===== src/rtl/axi_wr_slave.sv =====
// AXI write-channel slave: one INCR burst at a time, beats forwarded to a memory write port.
// Optional AXI_WR_SLAVE_WLAST_CHK_EN flags WLAST placement errors as SLVERR.
module axi_wr_slave #(
   parameter int                    ADDR_WIDTH = 32,
   parameter int                    DATA_WIDTH = 128,
   parameter logic [ADDR_WIDTH-1:0] ADDR_BASE  = 32'h0000_0000,
   parameter logic [ADDR_WIDTH-1:0] ADDR_SIZE  = 32'h0001_0000
) (
   input  logic                      clk,
   input  logic                      rst_n,
   input  logic                      axi_awvalid,
   output logic                      axi_awready,
   input  logic [ADDR_WIDTH-1:0]     axi_awaddr,
   input  logic [7:0]                axi_awlen,
   input  logic                      axi_wvalid,
   output logic                      axi_wready,
   input  logic [DATA_WIDTH-1:0]     axi_wdata,
   input  logic [DATA_WIDTH/8-1:0]   axi_wstrb,
   input  logic                      axi_wlast,
   output logic                      axi_bvalid,
   input  logic                      axi_bready,
   output logic [1:0]                axi_bresp,
   output logic                      mem_we,
   output logic [ADDR_WIDTH-1:0]     mem_addr,
   output logic [DATA_WIDTH-1:0]     mem_wdata,
   output logic [DATA_WIDTH/8-1:0]   mem_wstrb,
   input  logic                      mem_ready,
   output logic                      busy
);

   // state | meaning
   // IDLE  | waiting for AW handshake (awready high once out of reset)
   // DATA  | accepting W beats while mem_ready is high
   // RESP  | holding B response until bready
   typedef enum logic [1:0] {
      IDLE = 2'd0,
      DATA = 2'd1,
      RESP = 2'd2
   } state_t;

   localparam int BYTES = DATA_WIDTH / 8;
   localparam int WIDE  = ADDR_WIDTH + 9;

   state_t                  state_q, state_d;
   logic                    init_q, init_d;
   logic [ADDR_WIDTH-1:0]   addr_q, addr_d;
   logic [7:0]              cnt_q, cnt_d;
   logic                    range_err_q, range_err_d;
   logic                    wlast_err_q, wlast_err_d;

   logic [ADDR_WIDTH-1:0]   aligned;
   logic [WIDE-1:0]         start_w, end_w, limit_w;
   logic                    range_bad;
   logic                    aw_hs, w_hs;

   // Range math is widened so a burst running past the top of the address space cannot wrap back in.
   always_comb begin
      aligned   = axi_awaddr & ~ADDR_WIDTH'(BYTES - 1);
      start_w   = WIDE'(aligned);
      end_w     = start_w + (WIDE'(axi_awlen) + WIDE'(1)) * WIDE'(BYTES);
      limit_w   = WIDE'(ADDR_BASE) + WIDE'(ADDR_SIZE);
      range_bad = (start_w < WIDE'(ADDR_BASE)) || (end_w > limit_w);
   end

   always_comb begin
      axi_awready = init_q && (state_q == IDLE);
      axi_wready  = (state_q == DATA) && mem_ready;
      aw_hs       = axi_awvalid && axi_awready;
      w_hs        = axi_wvalid && axi_wready;
      mem_we      = w_hs && !range_err_q;
      mem_addr    = addr_q;
      mem_wdata   = (state_q == DATA) ? axi_wdata : '0;
      mem_wstrb   = (state_q == DATA) ? axi_wstrb : '0;
      axi_bvalid  = (state_q == RESP);
      axi_bresp   = ((state_q == RESP) && (range_err_q || wlast_err_q)) ? 2'b10 : 2'b00;
      busy        = (state_q != IDLE);
   end

`ifndef AXI_WR_SLAVE_WLAST_CHK_EN
   logic unused_wlast;
   assign unused_wlast = axi_wlast;
`endif

   always_comb begin
      state_d     = state_q;
      init_d      = 1'b1;
      addr_d      = addr_q;
      cnt_d       = cnt_q;
      range_err_d = range_err_q;
      wlast_err_d = wlast_err_q;
      case (state_q)
         IDLE: begin
            if (aw_hs) begin
               addr_d      = aligned;
               cnt_d       = axi_awlen;
               range_err_d = range_bad;
               wlast_err_d = 1'b0;
               state_d     = DATA;
            end
         end
         DATA: begin
            if (w_hs) begin
               addr_d = addr_q + ADDR_WIDTH'(BYTES);
`ifdef AXI_WR_SLAVE_WLAST_CHK_EN
               if (axi_wlast != (cnt_q == 8'd0))
                  wlast_err_d = 1'b1;
`endif
               if (cnt_q == 8'd0)
                  state_d = RESP;
               else
                  cnt_d = cnt_q - 8'd1;
            end
         end
         RESP: begin
            if (axi_bready)
               state_d = IDLE;
         end
         default: state_d = IDLE;
      endcase
   end

   always_ff @(posedge clk or negedge rst_n) begin
      if (!rst_n) begin
         state_q     <= IDLE;
         init_q      <= 1'b0;
         addr_q      <= '0;
         cnt_q       <= '0;
         range_err_q <= 1'b0;
         wlast_err_q <= 1'b0;
      end else begin
         state_q     <= state_d;
         init_q      <= init_d;
         addr_q      <= addr_d;
         cnt_q       <= cnt_d;
         range_err_q <= range_err_d;
         wlast_err_q <= wlast_err_d;
      end
   end

endmodule


===== config.mk =====
export PLATFORM = sky130hd
export DESIGN_NAME = axi_wr_slave
export DESIGN_NICKNAME = d
export VERILOG_FILES = /design/src/rtl/axi_wr_slave.sv
export SDC_FILE = /design/constraint.sdc
export NUM_CORES = 1
export LEC_CHECK = 0
export ABC_AREA = 0
export CAP_MARGIN = 20
export CORE_AREA = 2 2 144 146
export DETAILED_ROUTE_END_ITERATION = 10
export DIE_AREA = 0 0 146 148
export PLACE_DENSITY = 0.67
export SLEW_MARGIN = 10
export SYNTH_ARGS = -nofsm -noshare
export SYNTH_HDL_FRONTEND = slang
export SYNTH_SLANG_ARGS = --single-unit

===== constraint.sdc =====
create_clock -name clk -period 4.4 [get_ports clk]
set_input_delay 0.44 -clock clk [delete_from_list [all_inputs] [get_ports clk]]
set_output_delay 0.44 -clock clk [all_outputs]
set_load 0.02 [all_outputs]

# After elaboration in Yosys (flattened, before gate mapping)
# Cells that the tools add are included.
word_totals:
  reg_bits: 44
  out_inout_bits: 183
  wordCells: 47
op_classes:
  n_addsub: 4
  order_cmp: 1
  n_eq_ne: 7
  n_mux: 15
  reduce_logical: 15
op_table:
  columns: ["op", "n"]
  rows:
  - ["128-bit 2-to-1 mux", 1]
  - ["32-bit 2-to-1 mux", 2]
  - ["32-bit case mux with 2 select lines", 1]
  - ["32-bit by 13-bit adder with 33-bit output", 1]
  - ["33-bit by 17-bit greater-than comparator with 1-bit output (second input constant)", 1]
  - ["32-bit by 5-bit adder with 32-bit output (second input constant)", 1]
  - ["8-bit 2-to-1 mux", 3]
  - ["16-bit 2-to-1 mux", 1]
  - ["8-bit case mux with 2 select lines", 1]
  - ["2-bit 2-to-1 mux", 5]
  - ["8-bit by 1-bit adder with 9-bit output (second input constant)", 1]
  - ["8-bit logical NOT", 1]
  - ["4-bit AND reduction", 2]
  - ["8-bit by 1-bit subtractor with 8-bit output (second input constant)", 1]
  - ["1-bit logical AND", 6]
  - ["2-bit inequality test (second input constant)", 3]
  - ["2-bit case mux with 3 select lines", 1]
  - ["2-bit by 1-bit inequality test with 1-bit output (second input constant)", 2]
  - ["2-bit nonzero test", 2]
  - ["3-bit AND reduction", 1]
  - ["2-bit by 1-bit equality test with 1-bit output (second input constant)", 1]
  - ["2-bit equality test (second input constant)", 1]
  - ["2-bit logical NOT", 1]
  - ["2-bit AND reduction", 1]
  - ["1-bit logical NOT", 1]

# Depth between registers and ports, before layout
# Gate-level depths: netlist of run 1.
logic_depth:
  word_depth: 5
  depth_mapped: 13
  mapped_depth_nobuf: 12

# Worst setup path after synthesis of run 1
# No wires, ideal clock.
synth_timing:
  path_kind: "input -> register"
  from: "in axi_awlen[1]"
  to: "reg range_err_q"
  setup_ps: 138
  arrival_ps: 3203
  slack_ps: 1059
  stages: 13
  path_buffers: 1
  cell_sequence: "and3_1 nand3_1 or2_2 xnor2_1 ha_1 buf_4 nand3_2 nor3b_1 a21oi_1 or4b_1 a221o_1 a2111oi_2 a31oi_1"
synth_between:
  elab_chain_cells: 3
synth_lines:
  columns: ["element", "line_no", "rtl"]
  rows:
  - ["from (decl)", "14", "input logic [7:0] axi_awlen,"]
  - ["8-bit by 1-bit adder with 9-bit output", "60", "end_w = start_w + (WIDE'(axi_awlen) + WIDE'(1)) * WIDE'(BYTES);"]
  - ["32-bit by 13-bit adder with 33-bit output", "60", null]
  - ["33-bit by 17-bit greater-than comparator with 1-bit output", "62", "range_bad = (start_w < WIDE'(ADDR_BASE)) || (end_w > limit_w);"]
  - ["to (signal assigned)", "135", "range_err_q <= range_err_d;"]
  - ["to (decl)", "48", "logic range_err_q, range_err_d;"]
# Every way passes these cells.
# A chain may end at the register's enable or synchronous reset.

# Worst setup path in the final report of run 1
# Same ends and word-level chain as after synthesis.

==> impl_results.md, run 1 <==
* Status: complete, no violations
* DRC viols at 0
* Number of synthesized flops with an enable pin at 0
* Routed Antenna Nets at 0
* Wirelength, routed at 25.4 mm
* CP Capture Type: flop
* Leak pwr at about 3.2 nW
* Die height at between 100 and 150 um
* Filler Cell Count at 2060
* GP Congestion at 0.884
* Flop and latch count out of synthesis at 40
* Avg Cell Area, Syn at 7.20 sq um
* Max Slew Vio Count at 0
* Post-Layout Cell Count at 1213
* First-pass GRT wire length at approximately 36 mm
* Core area at 20000 sq um
* Vias in the first global route at about 5400
* Yosys cell types at between 50 and 60
* Worst setup path start: axi_awlen[1]
* Final Cycle Share at 88.0%
* WP data required at 4.56 ns
* Die ar. at 21600 sq um
* FF+latch area at roughly 1000 sq um
* Max_slew headroom at 59.5%
* Iter 0 DRT Violations at 476
* Vias at 5783
* HPWL Detailed at 20.9 mm
* Delay of the slowest critical-path stage at 0.55 ns
* Multi-input logic area at a little over 3000 sq um
* Worst skew pair latency at 0.29 ns
* Hold crit path type: in -> async
* Post-DR wirelength/cell at 20.9 um
* Min cycle time layout at 3.87 ns
* Die width at 146 um
* Power Dens Cells at 526 nW/um^2
* Crit Reg-Reg Startpoint: state_q[0]$_DFFE_PN0P_
* Longest Clk Path Bufs at 2
* Total Routing Usage GR at 22.3%
* Clock Skews at 0.00410 ns
* Placed Instances at ~1200
* Asr flop ratio synth at 100%
* TritonCTS clock tree: done
* Initial antenna violation count at 1
* Number of buffers created by CTS at 5
* Critical path class: in -> reg
* Site row count at 52
* Worst Path Buf+Inv at 1
* CTS Sinks at 40
* Crit path max-delay cell type: clkdlybuf4s50_1
* Final Hold Vio Count at 0
* CP Data Arrival Time at 4.03 ns
* CTS resizes at 0
* PortBufs at 363
* Starting Density at 21.5%
* First drt pass iteration count at 5
* CP Cell Sequence: clkdlybuf4s50_1 > and3_1 > nand3_1 > or2_2 > xnor2_1 > ha_1 > nand3_2 > nor3b_1 > a21oi_1 > or4b_1 > a221o_1 > a2111oi_2 > a31oi_1
* Maximum VDD drop at between 0.0002 and 0.0003 V
* Setup_tns at 0 ns
* Root Driver: clkbuf_16
* RSZ-0062 raised after global routing: false
* I/O Pins at 374
* Post-CTS setup buffer count at 0
* GRT Residual Overflow at 0
* CP Launch Type: input port
* Largest net degree at the start of global routing at 68
* Cts hold-fix bufs at 0
* F_max at 258 MHz
* Ys Warns at 0
* Reg clk slew, reported paths at 0.06 ns
* Final Util at 41.9%
* Largest delay share family, worst path: simple AND/OR/NAND/NOR gates
* Sequential share of the synthesized area at 23.2%
* H-tree level count at 2
* Ys flop type: dfrtp_1
* Vias/cell at 4.77
* Slew at the pin closest to its max-slew limit at between 0.5 and 0.6 ns
* Mapped Area at 4310 sq um
* Mapped Cells at 598
* Max_cap viols at 0
* Endpoints failing setup at 0
* Worst Path Max Fanout at 9
* Share of cells above drive strength 1 at around 3.3%
* P&R area growth vs syn at 94.9%
* Final net count at 1146
* Power Total at between 4 and 5 mW
Yosys cell counts (7+ instances only):
library cell | count | area, sq um
a211oi_1 | 7 | 52.6
ha_1 | 13 | 163
nor2_1 | 40 | 150
nand2_1 | 29 | 109
and2_1 | 148 | 926
clkbuf_1 | 33 | 124
nor3_1 | 17 | 85.1
dfrtp_1 | 40 | 1000
and3_1 | 12 | 75.1
nand3_1 | 24 | 120
o22ai_1 | 13 | 81.3
a21oi_1 | 55 | 275
xnor2_1 | 7 | 61.3
o21ai_0 | 44 | 220
inv_1 | 15 | 56.3
buf_4 | 7 | 52.6
logic make-up (layout without fill, tap and decap cells):
logic type / count (synthesis) / after routing / share of synthesized area [%]
flip-flops: 40 / 40 / 23.2
adder cells (fa/ha/maj): 14 / 14 / 4.24
AND/OR/NAND/NOR: 308 / 308 / 40.5
XOR/XNOR: 13 / 13 / 2.64
AO/OA/AOI/OAI: 161 / 161 / 22.7
other: 2 / 7 / 0.174
multiplexers: 4 / 4 / 0.959
buffers and inverters: 56 / 396 / 5.49
sequential cells by signal, summed over array words and instances (netlist names):
name         flops
range_err_q      1
cnt_q            8
state_q          2
init_q           1
mem_addr        28
through the flow:
step | hold WS [ns] | worst slack (ns) | area (sq um)
floorplan | 0.144 | 1.06 | 4320
global placement | 0.500 | 0.355 | 8200
detailed placement | 0.514 | 0.275 | 8200
CTS | 0.350 | 0.604 | 8360
global route | 0.193 | 0.314 | 8390
finish | 0.148 | 0.530 | 8390
per-layer routing:
| layer | part of all wire [%] | vias up | track usage (%) |
|---|---|---|---|
| li1 | - | 2779 | - |
| met1 | 46 | 2673 | 32.7 |
| met2 | 40 | 320 | 30.1 |
| met3 | 14 | 11 | 10.4 |
| met4 | 0.64 | 0 | 3.16 |
| met5 | 0 | - | 0 |
path summary, 6_finish.rpt:
kind | to | slack, ns | cells after the start
setup reg to reg | range_err_q$_DFFE_PN0P_ | 1.46 | 9
setup / recovery | range_err_q$_DFFE_PN0P_ | 0.53 | 13
min in group clk | cnt_q[7]$_DFFE_PN0P_ | 0.53 | 2
hold / removal | mem_addr[12]$_DFFE_PN0P_ | 0.15 | 1
max in group asynchronous | mem_addr[27]$_DFFE_PN0P_ | 3.73 | 2
hold reg to reg | cnt_q[7]$_DFFE_PN0P_ | 0.53 | 2
layout by cell type (no fill, tap or decap), drive strengths merged, types with 3 or more instances in the layout:
cell type,n
and2,148
xor2,6
xnor2,7
o21bai,3
clkdlybuf4s50,362
nor2,40
clkbuf,6
and3,12
o22ai,13
or4,3
buf,11
nor3,17
ha,13
o21a,3
or2,3
dfrtp,40
a211o,3
nand4,6
nand2b,3
nor2b,4
a21oi,55
conb,6
a31o,3
inv,15
a31oi,5
a211oi,7
or3,6
nand3,25
a21o,3
nand2,29
o21ai,44
o32ai,5
mux2i,3
cell type report:
type | count | area share (%)
Sequential cell | 40 | 11.9
Multi-Input combinational cell | 506 | 36.9
Timing Repair Buffer | 373 | 44.5
Clock inverter | 2 | 0.417
Antenna cell | 1 | 0.0298
Tap cell | 270 | 4.03
Clock buffer | 6 | 1.54
Inverter | 15 | 0.671
power by group:
group	total (mW)	internal (mW)	switching (mW)	leakage (nW)
combinational	3.27	1.47	1.81	2.67
clock	0.429	0.267	0.161	0.0808
sequential	0.709	0.524	0.186	0.467
Note: power is estimated with default switching activity, not from simulation.
==> run 2: changes to the inputs <==
Clock period 4.4 ns to 4.7 ns, I/O delays scaled along.
==> impl_results.md, run 2 (synthesis results as in run 1) <==
* Vias in the first global route at ~5300
* Cts hold-fix bufs at 0
* Final Cell Area at 8380 sq um
* TritonCTS clock tree: done
* Hold crit path type: in -> async
* Root Driver: clkbuf_16
* Status: complete, no violations
* Power Dens Cells at 492 nW/um^2
* Worst skew pair latency at 0.29 ns
* RSZ-0062 raised after global routing: false
* Slew at the pin closest to its max-slew limit at ~0.62 ns
* Initial antenna violation count at 1
* CP Capture Type: flop
* Final net count at ~1100
* I/O Pins at between 300 and 400
* Vias/cell at 4.75
* Maximum VDD drop at ~0.00022 V
* Die width at 146 um
* CP Data Arrival Time at 4.11 ns
* Longest Clk Path Bufs at 2
* Share of cells above drive strength 1 at 3.19%
* Site row count at 52
* Core area at 20000 sq um
* CTS resizes at 0
* First drt pass iteration count at 4
* Die ar. at 21600 sq um
* Total Routing Usage GR at 22.0%
* Post-Layout Cell Count at 1212
* Worst Path Max Fanout at 9
* Wirelength, routed at 25.3 mm
* H-tree level count at 2
* Starting Density at between 20% and 30%
* GRT Residual Overflow at 0
* CTS Sinks at 40
* Clock Skews at 0.00559 ns
* Largest net degree at the start of global routing at between 70 and 80
* Max_cap viols at 0
* Reg clk slew, reported paths at 0.06 ns
* Post-DR wirelength/cell at 20.9 um
* Max reg flops at 28
* CP Launch Type: input port
* Dpl ws at about 0.48 ns
* Critical path class: in -> reg
* Iter 0 DRT Violations at 377
* First-pass GRT wire length at 35.6 mm
* Number of buffers created by CTS at 5
* PortBufs at 363
* Commonest non-fill, non-tap cell in the layout: clkdlybuf4s50_1
* Multi-input logic area at 3090 sq um
* Setup_tns at 0 ns
* Endpoints failing setup at 0
* Hold slack at between 0.03 and 0.04 ns
* GP Congestion at between 0.9 and 1
* DRC viols at 0
* Vias at 5754
* HPWL Detailed at 20.8 mm
* P&R area growth vs syn at 94.6%
* Cell area after placement at 8190 sq um
* Placed Instances at around 1200
* Die height at 148 um
* Max_slew headroom at between 50 and 60%
* F_max at 253 MHz
* Final Cycle Share at 84.2%
* Final Hold Vio Count at 0
* WP data required at 4.86 ns
* FF+latch area at 1000 sq um
* Max Slew Vio Count at 0
* Post-CTS setup buffer count at 0
* Commonest non-fill, non-tap cells in the layout: 362 x clkdlybuf4s50_1, 148 x and2_1, 54 x a21oi_1, 44 x o21ai_0, 40 x dfrtp_1
* Filler Cell Count at 2073
* Min cycle time layout at 3.96 ns
* Routed Antenna Nets at 0
* Final WS setup at 0.743 ns
* Leak pwr at 3.21 nW
## run 2: where the power goes
group          leakage, nW  switching, mW  internal (mW)  total, mW
sequential           0.467          0.172          0.490      0.662
clock               0.0808          0.153          0.250      0.404
combinational         2.66           1.68           1.37       3.06
## run 2: through the flow
stage / utilization, % / total power [mW]
after floorplan: - / 2.18
after global placement: 40.9 / 3.70
after detailed placement: 40.9 / 3.71
after CTS: 41.7 / 4.14
after global routing: 41.8 / 4.38
final: 41.8 / 4.12
## run 2: cell type report
cell class / instances / area share, %
well taps: 270 / 4.03
repair buffers: 372 / 44.4
clock buffers: 6 / 1.54
diodes: 1 / 0.0299
clock inverters: 2 / 0.418
multi-input cells: 506 / 36.9
inverters: 15 / 0.672
flip-flops and latches: 40 / 11.9
## run 2: path summary, 6_finish.rpt
path / depth (start not counted) / end / startpoint / slack, ns
setup / recovery: 13 / range_err_q$_DFFE_PN0P_ / axi_awlen[4] / 0.74
hold / removal: 1 / mem_addr[10]$_DFFE_PN0P_ / rst_n / 0.04
setup reg to reg: 8 / range_err_q$_DFFE_PN0P_ / state_q[0]$_DFFE_PN0P_ / 1.54
hold reg to reg: 2 / cnt_q[7]$_DFFE_PN0P_ / cnt_q[7]$_DFFE_PN0P_ / 0.53
max in group asynchronous: 2 / cnt_q[4]$_DFFE_PN0P_ / rst_n / 4.19
min in group clk: 2 / cnt_q[7]$_DFFE_PN0P_ / cnt_q[7]$_DFFE_PN0P_ / 0.53
## run 2: worst max-delay path: stages
cell and delay [ns]:
clkdlybuf4s50_1 0.55, and3_1 0.18, nand3_1 0.12, or2_2 0.33, xnor2_1 0.13, ha_1 0.44
nand3_2 0.15, nor3b_1 0.20, a21oi_1 0.14, or4b_1 0.52, a221o_1 0.38, a2111oi_2 0.38
a31oi_1 0.12
## run 2: per-layer routing
| layer | part of all wire, % | track usage, % |
|---|---|---|
| met1 | 46 | 32.3 |
| met2 | 40 | 29.7 |
| met3 | 13 | 9.91 |
| met4 | 0.80 | 3.59 |
| met5 | 0 | 0 |
==> run 3: changes to the inputs <==
Clock period 4.7 ns to 4.04 ns, I/O delays scaled along.
==> impl_results.md, run 3 (synthesis results as in run 1) <==
* Status: complete, no violations
* Hold crit path type: in -> async
* Vias in the first global route at between 5000 and 6000
* Hold slack at 0.504 ns
* Filler Cell Count at 2061
* Iter 0 DRT Violations at 461
* Largest net degree at the start of global routing at approximately 130
* Starting Density at 21.5%
* Final Util at between 40% and 50%
* Commonest non-fill, non-tap cell in the layout: clkdlybuf4s50_1
* F_max at 272 MHz
* CP Data Arrival Time at 3.83 ns
* Clock Skews at 0.00422 ns
* TritonCTS clock tree: done
* Die width at 146 um
* Max reg flops at 28
* Slew at the pin closest to its max-slew limit at 0.653 ns
* Core area at 20000 sq um
* Reg clk slew, reported paths at 0.06 ns
* Max_slew headroom at 56.5%
* Vias/cell at around 4.7
* GP Congestion at 0.890
* Cell area after placement at about 8000 sq um
* Max_cap viols at 0
* WP data required at approximately 4.2 ns
* Wire length on met3 at roughly 3.4 mm
* WL met1 at 11.8 mm
* CTS resizes at 0
* Final WS setup at 0.358 ns
* Root Driver: clkbuf_16
* Setup_tns at 0 ns
* Highest metal used: met4
* Critical path class: in -> reg
* Share of cells above drive strength 1 at 3.60%
* Wirelength, routed at 25.4 mm
* First-pass GRT wire length at 36.2 mm
* Final Cycle Share at 91.1%
* Max Slew Vio Count at 0
* Dpl ws at around 0.1 ns
* RSZ-0062 raised after global routing: false
* Maximum VDD drop at approximately 0.00032 V
* Initial antenna violation count at 2
* CP Capture Type: flop
* Met2 Routed Length at 9.80 mm
* Site row count at 52
* Routed Antenna Nets at 0
* Final net count at 1149
* Commonest non-fill, non-tap cells in the layout: 362 x clkdlybuf4s50_1, 148 x and2_1, 54 x a21oi_1, 44 x o21ai_0, 40 x dfrtp_1
* Die ar. at between 20000 and 25000 sq um
* I/O Pins at 374
* FF+latch area at 1000 sq um
* Leak pwr at 3.24 nW
* Final Hold Vio Count at 0
* Power Dens Cells at between 500 and 600 nW/um^2
* Number of buffers created by CTS at 5
* DRC viols at 0
* Vias at about 5700
* P&R area growth vs syn at 95.8%
* Endpoints failing setup at 0
* First drt pass iteration count at 5
* Longest Clk Path Bufs at 2
* Min cycle time layout at ~3.7 ns
* Post-DR wirelength/cell at 20.9 um
* Multi-input logic area at ~3100 sq um
* Die height at 148 um
* Worst skew pair latency at about 0.29 ns
* PortBufs at 363
* CP Launch Type: input port
* GRT Residual Overflow at 0
* Final Cell Area at 8430 sq um
* Worst Path Max Fanout at 6
* Total Routing Usage GR at 22.4%
* HPWL Detailed at 20.9 mm
* CTS Sinks at 40
* H-tree level count at 2
-- run 3: cell count changes in the layout (fill, tap and decap cells not counted), sizes merged --
cell and change:
clkinv -1, dlygate4sd3 +1, clkbuf +1, buf +3
-- run 3: area by class of cell --
cell class / instances / share of cell area (%)
repair buffers: 376 / 44.5
well taps: 270 / 4.01
diodes: 1 / 0.0297
flip-flops and latches: 40 / 11.9
inverters: 15 / 0.668
clock inverters: 1 / 0.356
clock buffers: 7 / 1.81
multi-input cells: 506 / 36.7
-- run 3: power breakdown --
group	total, mW	internal [mW]	switching (mW)
sequential	0.778	0.571	0.207
combinational	3.55	1.59	1.96
clock	0.501	0.326	0.175
-- run 3: critical path, stage by stage --
cell and delay (ns):
clkdlybuf4s50_1 0.55, and3_1 0.18, nand3_1 0.11, or2_2 0.33, xnor2_1 0.14, ha_1 0.33
buf_4 0.18, a21o_1 0.20, a21o_1 0.21, o21ai_0 0.52, o21ai_0 0.21, a2111oi_2 0.32
a31oi_1 0.14
-- run 3: stage by stage --
stage | power (mW) | std cells
5_1_grt | 5.14 | 1216
2_1_floorplan | 2.54 | 602
6_report | 4.83 | 1216
4_1_cts | 4.83 | 1213
3_5_place_dp | 4.31 | 1205
3_3_place_gp | 4.32 | 1205
-- run 3: path summary, 6_finish.rpt --
path                                   startpoint                       to  slack, ns  cells after the start
setup reg to reg           state_q[0]$_DFFE_PN0P_  range_err_q$_DFFE_PN0P_       1.50                      7
hold / removal                              rst_n  mem_addr[7]$_DFFE_PN0P_       0.50                      2
setup / recovery                     axi_awlen[1]  range_err_q$_DFFE_PN0P_       0.36                     13
min in group clk             cnt_q[5]$_DFFE_PN0P_     cnt_q[5]$_DFFE_PN0P_       0.53                      2
hold reg to reg              cnt_q[5]$_DFFE_PN0P_     cnt_q[5]$_DFFE_PN0P_       0.53                      2
max in group asynchronous                   rst_n     cnt_q[7]$_DFFE_PN0P_       3.08                      3
-- run 3: repair_timing --
action / in CTS / in global routing
hold buffers: 0 / 1
endpoints found under the hold margin: 0 / 8
buffers inserted: 0 / 0
-- run 3: metal layers --
layer | track usage (%) | vias to the layer above
met3 | 10.9 | 22
met2 | 30.0 | 315
li1 | - | 2782
met5 | 0 | -
met4 | 4.51 | 0
met1 | 32.2 | 2617
